[src/rtl/pwm_sequencer.sv]
// PWM sequencer: debounced rate select applied only at period boundaries, plus a triangular duty ramp.
// Optional peak/valley hold is enabled by defining SEQ_HOLD_EN.
module pwm_sequencer #(
    parameter int CNT_W        = 4,
    parameter int DUTY_STEP    = 4,
    parameter int DEB_LEN      = 3,
    parameter int HOLD_PERIODS = 2
) (
    input  logic             clk_in,
    input  logic             rst_in,
    input  logic             sw0,
    input  logic             en,
    input  logic             freq_trig_in,
    output logic             sel_o,
    output logic             pwm_o,
    output logic [CNT_W-1:0] duty_o,
    output logic             period_end_o,
    output logic [1:0]       state_o
);

    localparam logic [CNT_W-1:0] MAX      = {CNT_W{1'b1}};
    localparam logic [CNT_W-1:0] STEP     = CNT_W'(DUTY_STEP);
    localparam logic [CNT_W:0]   STEP_X   = (CNT_W+1)'(DUTY_STEP);
    localparam int               DEB_W    = $clog2(DEB_LEN + 1);
    localparam logic [DEB_W-1:0] DEB_LAST = DEB_W'(DEB_LEN - 1);

    if (DEB_LEN < 1 || HOLD_PERIODS < 1 || DUTY_STEP < 1 || DUTY_STEP > (2**CNT_W) - 1) begin : g_bad_params
        $error("pwm_sequencer: parameter out of range");
    end

    typedef enum logic [1:0] {
        S_IDLE = 2'd0,
        S_UP   = 2'd1,
        S_DOWN = 2'd2
`ifdef SEQ_HOLD_EN
        , S_HOLD = 2'd3
`endif
    } state_t;

    logic [1:0]       sync_reg;
    logic             sw_db_reg;
    logic [DEB_W-1:0] deb_cnt_reg;

    state_t           state_reg, state_next;
    logic [CNT_W-1:0] cnt_reg, cnt_next;
    logic [CNT_W-1:0] duty_reg, duty_next;
    logic             sel_reg, sel_next;
    logic             pwm_reg, pwm_next;
    logic             pend_reg, pend_next;
    logic [CNT_W:0]   up_sum;
    logic             wrap;

`ifdef SEQ_HOLD_EN
    localparam int               HOLD_W    = $clog2(HOLD_PERIODS + 1);
    localparam logic [HOLD_W-1:0] HOLD_LAST = HOLD_W'(HOLD_PERIODS - 1);
    logic [HOLD_W-1:0] hold_cnt_reg, hold_cnt_next;
    state_t            dir_reg, dir_next;
`endif

    // Switch only counts as changed once the synchronised level has differed for DEB_LEN cycles.
    always_ff @(posedge clk_in or posedge rst_in) begin
        if (rst_in) begin
            sync_reg    <= '0;
            sw_db_reg   <= 1'b0;
            deb_cnt_reg <= '0;
        end else begin
            sync_reg <= {sync_reg[0], sw0};
            if (sync_reg[1] == sw_db_reg) begin
                deb_cnt_reg <= '0;
            end else if (deb_cnt_reg == DEB_LAST) begin
                sw_db_reg   <= sync_reg[1];
                deb_cnt_reg <= '0;
            end else begin
                deb_cnt_reg <= deb_cnt_reg + 1'b1;
            end
        end
    end

    always_ff @(posedge clk_in or posedge rst_in) begin
        if (rst_in) begin
            state_reg    <= S_IDLE;
            cnt_reg      <= '0;
            duty_reg     <= '0;
            sel_reg      <= 1'b0;
            pwm_reg      <= 1'b0;
            pend_reg     <= 1'b0;
`ifdef SEQ_HOLD_EN
            hold_cnt_reg <= '0;
            dir_reg      <= S_IDLE;
`endif
        end else begin
            state_reg    <= state_next;
            cnt_reg      <= cnt_next;
            duty_reg     <= duty_next;
            sel_reg      <= sel_next;
            pwm_reg      <= pwm_next;
            pend_reg     <= pend_next;
`ifdef SEQ_HOLD_EN
            hold_cnt_reg <= hold_cnt_next;
            dir_reg      <= dir_next;
`endif
        end
    end

    assign up_sum = {1'b0, duty_reg} + STEP_X;
    assign wrap   = freq_trig_in && (cnt_reg == MAX);

    always_comb begin
        state_next = state_reg;
        cnt_next   = cnt_reg;
        duty_next  = duty_reg;
        sel_next   = sel_reg;
        pwm_next   = 1'b0;
        pend_next  = 1'b0;
`ifdef SEQ_HOLD_EN
        hold_cnt_next = hold_cnt_reg;
        dir_next      = dir_reg;
`endif
        // A pending rate change is only released at a period boundary so no period mixes rates.
        if (state_reg == S_IDLE || pend_reg) begin
            sel_next = sw_db_reg;
        end

        if (!en) begin
            state_next = S_IDLE;
            cnt_next   = '0;
            duty_next  = '0;
`ifdef SEQ_HOLD_EN
            hold_cnt_next = '0;
`endif
        end else if (state_reg == S_IDLE) begin
            state_next = S_UP;
            cnt_next   = '0;
            duty_next  = '0;
        end else begin
            pwm_next  = (cnt_reg < duty_reg);
            pend_next = wrap;
            if (freq_trig_in) begin
                cnt_next = cnt_reg + 1'b1;
            end
            if (wrap) begin
                case (state_reg)
                    S_UP: begin
                        if (up_sum >= {1'b0, MAX}) begin
                            duty_next = MAX;
`ifdef SEQ_HOLD_EN
                            state_next = S_HOLD;
                            dir_next   = S_DOWN;
`else
                            state_next = S_DOWN;
`endif
                        end else begin
                            duty_next = up_sum[CNT_W-1:0];
                        end
                    end
                    S_DOWN: begin
                        if (duty_reg <= STEP) begin
                            duty_next = '0;
`ifdef SEQ_HOLD_EN
                            state_next = S_HOLD;
                            dir_next   = S_UP;
`else
                            state_next = S_UP;
`endif
                        end else begin
                            duty_next = duty_reg - STEP;
                        end
                    end
`ifdef SEQ_HOLD_EN
                    S_HOLD: begin
                        if (hold_cnt_reg == HOLD_LAST) begin
                            state_next    = dir_reg;
                            hold_cnt_next = '0;
                        end else begin
                            hold_cnt_next = hold_cnt_reg + 1'b1;
                        end
                    end
`endif
                    default: state_next = S_IDLE;
                endcase
            end
        end
    end

    assign sel_o        = sel_reg;
    assign pwm_o        = pwm_reg;
    assign duty_o       = duty_reg;
    assign period_end_o = pend_reg;
    assign state_o      = state_reg;

endmodule

[config.mk]
export PLATFORM = sky130hd
export DESIGN_NAME = pwm_sequencer
export DESIGN_NICKNAME = d
export VERILOG_FILES = /design/src/rtl/pwm_sequencer.sv
export SDC_FILE = /design/constraint.sdc
export NUM_CORES = 1
export LEC_CHECK = 0
export CELL_PAD_IN_SITES_DETAIL_PLACEMENT = 1
export CELL_PAD_IN_SITES_GLOBAL_PLACEMENT = 1
export CORE_MARGIN = 2
export CORE_UTILIZATION = 46
export CTS_BUF_LIST = sky130_fd_sc_hd__clkbuf_4 sky130_fd_sc_hd__clkbuf_8
export DETAILED_ROUTE_END_ITERATION = 6
export GPL_ROUTABILITY_DRIVEN = 0
export PLACE_DENSITY_LB_ADDON = 0.3
export RECOVER_POWER = 25
export SYNTH_ARGS = -nofsm -noshare
export SYNTH_HDL_FRONTEND = slang
export SYNTH_SLANG_ARGS = --single-unit
[constraint.sdc]
create_clock -name clk_in -period 4.85 [get_ports clk_in]
set_input_delay 0.7275 -clock clk_in [delete_from_list [all_inputs] [get_ports clk_in]]
set_output_delay 0.7275 -clock clk_in [all_outputs]
set_load 0.03 [all_outputs]
Yosys cells after proc, flatten, opt, wreduce, memory -nomap -nowiden
Cells that the tools add are included.
{"block": "totals", "regBits": 18, "in_bits": 5, "out_inout_bits": 9, "word_cells": 54}
{"block": "op_classes", "addsub": 4, "n_lt_le_gt_ge": 3, "n_eq_ne": 10, "n_mux": 21, "n_bitwise": 1, "n_reduce_logical": 6}
{"cell": "4-bit two-way mux", "n": 8}
{"cell": "2-bit two-way mux", "n": 7}
{"cell": "4-bit != test (second input constant)", "n": 2}
{"cell": "4-bit case mux with 2 select lines", "n": 1}
{"cell": "3-bit by 1-bit != test with 1-bit output (second input constant)", "n": 2}
{"cell": "4-bit by 3-bit adder with 5-bit output (second input constant)", "n": 1}
{"cell": "5-bit by 4-bit greater-or-equal comparator with 1-bit output (second input constant)", "n": 1}
{"cell": "4-bit by 1-bit adder with 4-bit output (second input constant)", "n": 1}
{"cell": "2-bit equality test (second input constant)", "n": 2}
{"cell": "4-bit equality test (second input constant)", "n": 1}
{"cell": "4-bit by 3-bit <= comparator with 1-bit output (second input constant)", "n": 1}
{"cell": "4-bit less-than comparator", "n": 1}
{"cell": "1-bit two-way mux", "n": 4}
{"cell": "4-bit by 1-bit != test with 1-bit output (second input constant)", "n": 1}
{"cell": "2-bit case mux with 2 select lines", "n": 1}
{"cell": "2-bit AND reduction", "n": 2}
{"cell": "4-bit by 3-bit subtractor with 4-bit output (second input constant)", "n": 1}
{"cell": "3-bit AND reduction", "n": 1}
{"cell": "2-bit by 1-bit adder with 2-bit output (second input constant)", "n": 1}
{"cell": "2-bit by 1-bit equality test with 1-bit output (second input constant)", "n": 1}
{"cell": "2-bit logical NOT", "n": 1}
{"cell": "1-bit equality test", "n": 1}
{"cell": "1-bit logical AND", "n": 1}
{"cell": "1-bit logical OR", "n": 1}
{"cell": "1-bit inverter", "n": 1}

Longest topological paths before layout
{"block": "depth", "word_depth": 7, "mapped_depth": 6, "ltp_nobuf": 5}

Worst setup path after synthesis
Ideal clock, no wire load.
{"block": "synth_path", "path_kind": "reg2reg", "startpoint": "register state_reg[0], in the netlist state_o[0]", "endpoint": "register state_reg[0], in the netlist state_o[0]", "setup_ns": 0.079, "arrival_ns": 1.709, "required_ns": 4.771, "path_slack_ns": 3.061, "stages_incl_launch_ff": 6, "n_path_buf": 0, "synth_period_minus_slack_ns": 1.789, "path_cell_list": "dfrtp_1 inv_1 ha_1 and3b_2 a222oi_1 mux2i_1"}
{"block": "synth_between", "elab_chain_len": 5, "elab_cells_between_ends": 11, "cone_classes": "5 x eq/ne; 4 x mux; 2 x reduce/logical"}
{"item": "start: declaration", "line": "44", "text": "state_t state_reg, state_next;"}
{"item": "start signal: assignment", "line": "92", "text": "state_reg <= state_next;"}
{"item": "2-bit equality test / 2-bit by 1-bit equality test with 1-bit output (equally long branches)", "line": "142", "text": "case (state_reg)"}
{"item": "2-bit case mux with 2 select lines", "line": "142"}
{"item": "2-bit two-way mux", "line": "141", "text": "if (wrap) begin"}
{"item": "2-bit two-way mux", "line": "131", "text": "end else if (state_reg == S_IDLE) begin"}
{"item": "2-bit two-way mux", "line": "124", "text": "if (!en) begin"}
Several ways; a longest one is shown, not always the timed one. The select of a mux whose other input is x is not followed.
A chain may end at the register's enable or synchronous reset.

==> results by group <==
Run status
  • Status: finished clean

Floorplanning
  • Die H: 48.2 um
  • Count of pins on the block boundary: 14
  • Row cnt: 15
  • Total Die Area: 2320 um2
  • Starting density of the core: 50.3%
  • Placeable Area: 1780 um2
  • Die span in x: 48.2 um

Yosys
  • Average cell area after synthesis: 10.8 um2
  • Number of synthesized flops with an enable pin: 0
  • Post-synthesis sequential area ratio: 47.4%
  • Post-synthesis sequential element count: 17
  • Most frequently used flop master after synthesis: sky130_fd_sc_hd__dfrtp_1
  • Instance count of the mapped netlist: 83
  • Cell area after synthesis: 897 um2
  • Number of warnings reported in the yosys synthesis log: 0
  • Library cell with the largest summed area after synthesis: sky130_fd_sc_hd__dfrtp_1
  • Mapped Nets: 95
  • Main area contributors after synthesis: sky130_fd_sc_hd__dfrtp_1 (47%), sky130_fd_sc_hd__ha_1 (9.8%), sky130_fd_sc_hd__mux2i_1 (3.3%)
  • Library cells used by synthesis: 33
  • Leading cell type by number of instances after synthesis: sky130_fd_sc_hd__dfrtp_1
  • Area fraction of the dominant cell type after synthesis: 47.4%
  • Top cell types by occurrence after synthesis: sky130_fd_sc_hd__dfrtp_1 (17), sky130_fd_sc_hd__nor2_1 (8), sky130_fd_sc_hd__ha_1 (7), sky130_fd_sc_hd__inv_1 (6), sky130_fd_sc_hd__o21ai_0 (4)
  • Fraction of registers with async set or reset after synthesis: 100%

Clock tree
  • Quantity of gates resized following cts: 0
  • Clk Latency, worst-skew pair: 290 ps
  • Number of clock buffers inserted by TritonCTS: 3
  • Cell at the root of the clock tree: sky130_fd_sc_hd__clkbuf_4
  • Bufs on Longest Clock Path: 2
  • CTS clk-pin slew, worst paths: 110 ps
  • CTS tree: built
  • Setup bufs post-CTS: 0
  • H-tree depth: 1
  • Sink Count: 17
  • Number of hold buffers added after cts: 0

Worst setup path
  • Buffering stage count on the worst path with inverters included: 1
  • Max Fanout on Critical Path: 8
  • Worst Setup SP: duty_o[0]
  • Stage delay of the slowest cell on the critical path: 720 ps
  • Critical Path Start Type: register
  • Crit-path cells: clkdlybuf4s50_1
  • Beginning of the worst register-to-register path: state_o[0]
  • Kind of end point of the critical path: output port
  • CP Class: register to output port
  • Family with the most delay on the worst path: buffers and inverters
  • Required time reported for the critical path endpoint: 4120 ps
  • Signal arrival time at the worst endpoint: 1500 ps
  • Cell with the largest stage delay on the worst path: sky130_fd_sc_hd__clkdlybuf4s50_1

Global route
  • Wire length of the first global-routing pass: 2.95 mm
  • Initial antenna violation count: 0
  • Tot GR Track Use: 19.1%
  • GRT overflow: 0
  • Number of global-route vias before repair: 676
  • Maximum number of pins on one net before global-route repair: 18

Routing
  • # DRC: 0
  • Via density: 5.58
  • Routed wire length per instance: 15.7 um
  • Detailed-router iteration count before antenna repair: 4
  • Overall routed net length: 1.92 mm
  • Number of design-rule violations left by the first detailed-router iteration: 14
  • Total number of vias: 681
  • Residual antenna-violating net count after detailed routing: 0

Job
  • Max-cap viol count: 0

Timing
  • Worst relative slew slack: 55.6%
  • Highest attainable clock frequency: 0.450 GHz
  • Min cycle time layout: 2220 ps
  • Finish-stage setup viols: 0
  • Hold Fails Final Rpt: 0
  • Final period util: 45.8%
  • Fin Setup TNS: 0 ps
  • Worst Hold Margin: 360 ps
  • Unrepaired setup endpoints after global routing: no
  • Largest clock skew in the final design: 8.18 ps
  • Transition time of the tightest slew-check pin: 666 ps
  • Worst setup margin: 2630 ps
  • Number of max-slew violations in the final report: 0

Place
  • # port buffers: 13
  • Total placed instance area: 1040 um2
  • DP HPWL: 1.46 mm
  • Dpl ws: 2450 ps

Worst hold path
  • Worst hold-check path type: register to register
  • Start point of the worst min-delay path: sync_reg[0]

Cells and area
  • Nets: 110
  • ANT cells: 0
  • Fraction of final layout cells with drive strength greater than 1: 8.25%
  • Cell area after layout: 1070 um2
  • Flip-flop count of the largest register, all copies and words added: 4
  • Area grow syn2layout: 19.2%

Pwr
  • Peak VDD IR: 0.000207 V
  • Total power divided by cell area: 421 nW/um2
  • Leakage power total: 0.473 nW
  • Overall power after layout: 451 uW
## report_power, final
group | switching, mW | leakage [nW] | internal (mW)
combinational | 0.105 | 0.231 | 0.0797
clock | 0.0466 | 0.0177 | 0.0307
sequential | 0.0209 | 0.224 | 0.168
total | 0.172 | 0.473 | 0.279
## area by class of cell
| class | instances | area (um2) |
|---|---|---|
| Fill cell | 206 | 713 |
| Sequential cell | 17 | 425 |
| Clock inverter | 1 | 5.00 |
| Timing Repair Buffer | 13 | 130 |
| Multi-Input combinational cell | 57 | 433 |
| Tap cell | 25 | 31.3 |
| Inverter | 6 | 22.5 |
| Clock buffer | 3 | 22.5 |
## cells in the final DEF, fill, tap and decap left out, types with 2 or more instances in the layout
cell,instances
sky130_fd_sc_hd__o21ai_0,4
sky130_fd_sc_hd__xor2_1,2
sky130_fd_sc_hd__dlygate4sd3_1,2
sky130_fd_sc_hd__xnor2_1,2
sky130_fd_sc_hd__nor2b_1,2
sky130_fd_sc_hd__nand2b_1,2
sky130_fd_sc_hd__nand4_1,3
sky130_fd_sc_hd__mux2i_1,3
sky130_fd_sc_hd__o21a_1,2
sky130_fd_sc_hd__nand2_1,3
sky130_fd_sc_hd__clkbuf_4,3
sky130_fd_sc_hd__nor2_1,8
sky130_fd_sc_hd__a31oi_1,2
sky130_fd_sc_hd__ha_1,7
sky130_fd_sc_hd__dfrtp_1,17
sky130_fd_sc_hd__clkdlybuf4s50_1,11
sky130_fd_sc_hd__inv_1,6
## worst register-to-register path, delay by kind of cell (launching register included)
family / cells / cell delay [ps]
adders and majority gates: 1 / 250
AOI/OAI and AO/OA: 1 / 510
and+or+nand+nor: 1 / 250
DFF: 1 / 410
muxes: 1 / 250
buffers and inverters: 1 / 110
## path summary, 6_finish.rpt
kind | to | slack (ps) | cells past startpoint
min in group asynchronous | cnt_reg[2] | 950 | 2
hold reg to reg | sync_reg[1] | 360 | 0
max in group asynchronous | state_o[1] | 3470 | 2
hold / removal | sync_reg[1] | 360 | 0
setup reg to reg | state_o[1] | 2990 | 5
setup / recovery | duty_o[1] | 2630 | 1
## logic make-up after synthesis
group	count (synthesis)	synth area share [%]
and+or+nand+nor	25	15.5
DFF	17	47.4
AOI/OAI and AO/OA	16	13.2
buffers and inverters	9	4.32
adders and majority gates	7	9.76
muxes	5	5.86
xor gates and xnor gates	4	3.91
## metrics by stage
stage               cells  util, %
floorplan              83        -
global placement      118     58.5
detailed placement    118     58.5
CTS                   122     60.0
global route          122     60.0
finish                122     60.0
## routing by layer
layer	part of all wire [%]	track usage, %
met1	46	23.0
met3	3.3	4.44
met4	1.2	9.19
met5	0	0
met2	50	32.1
(Power assumes the default switching activity.)
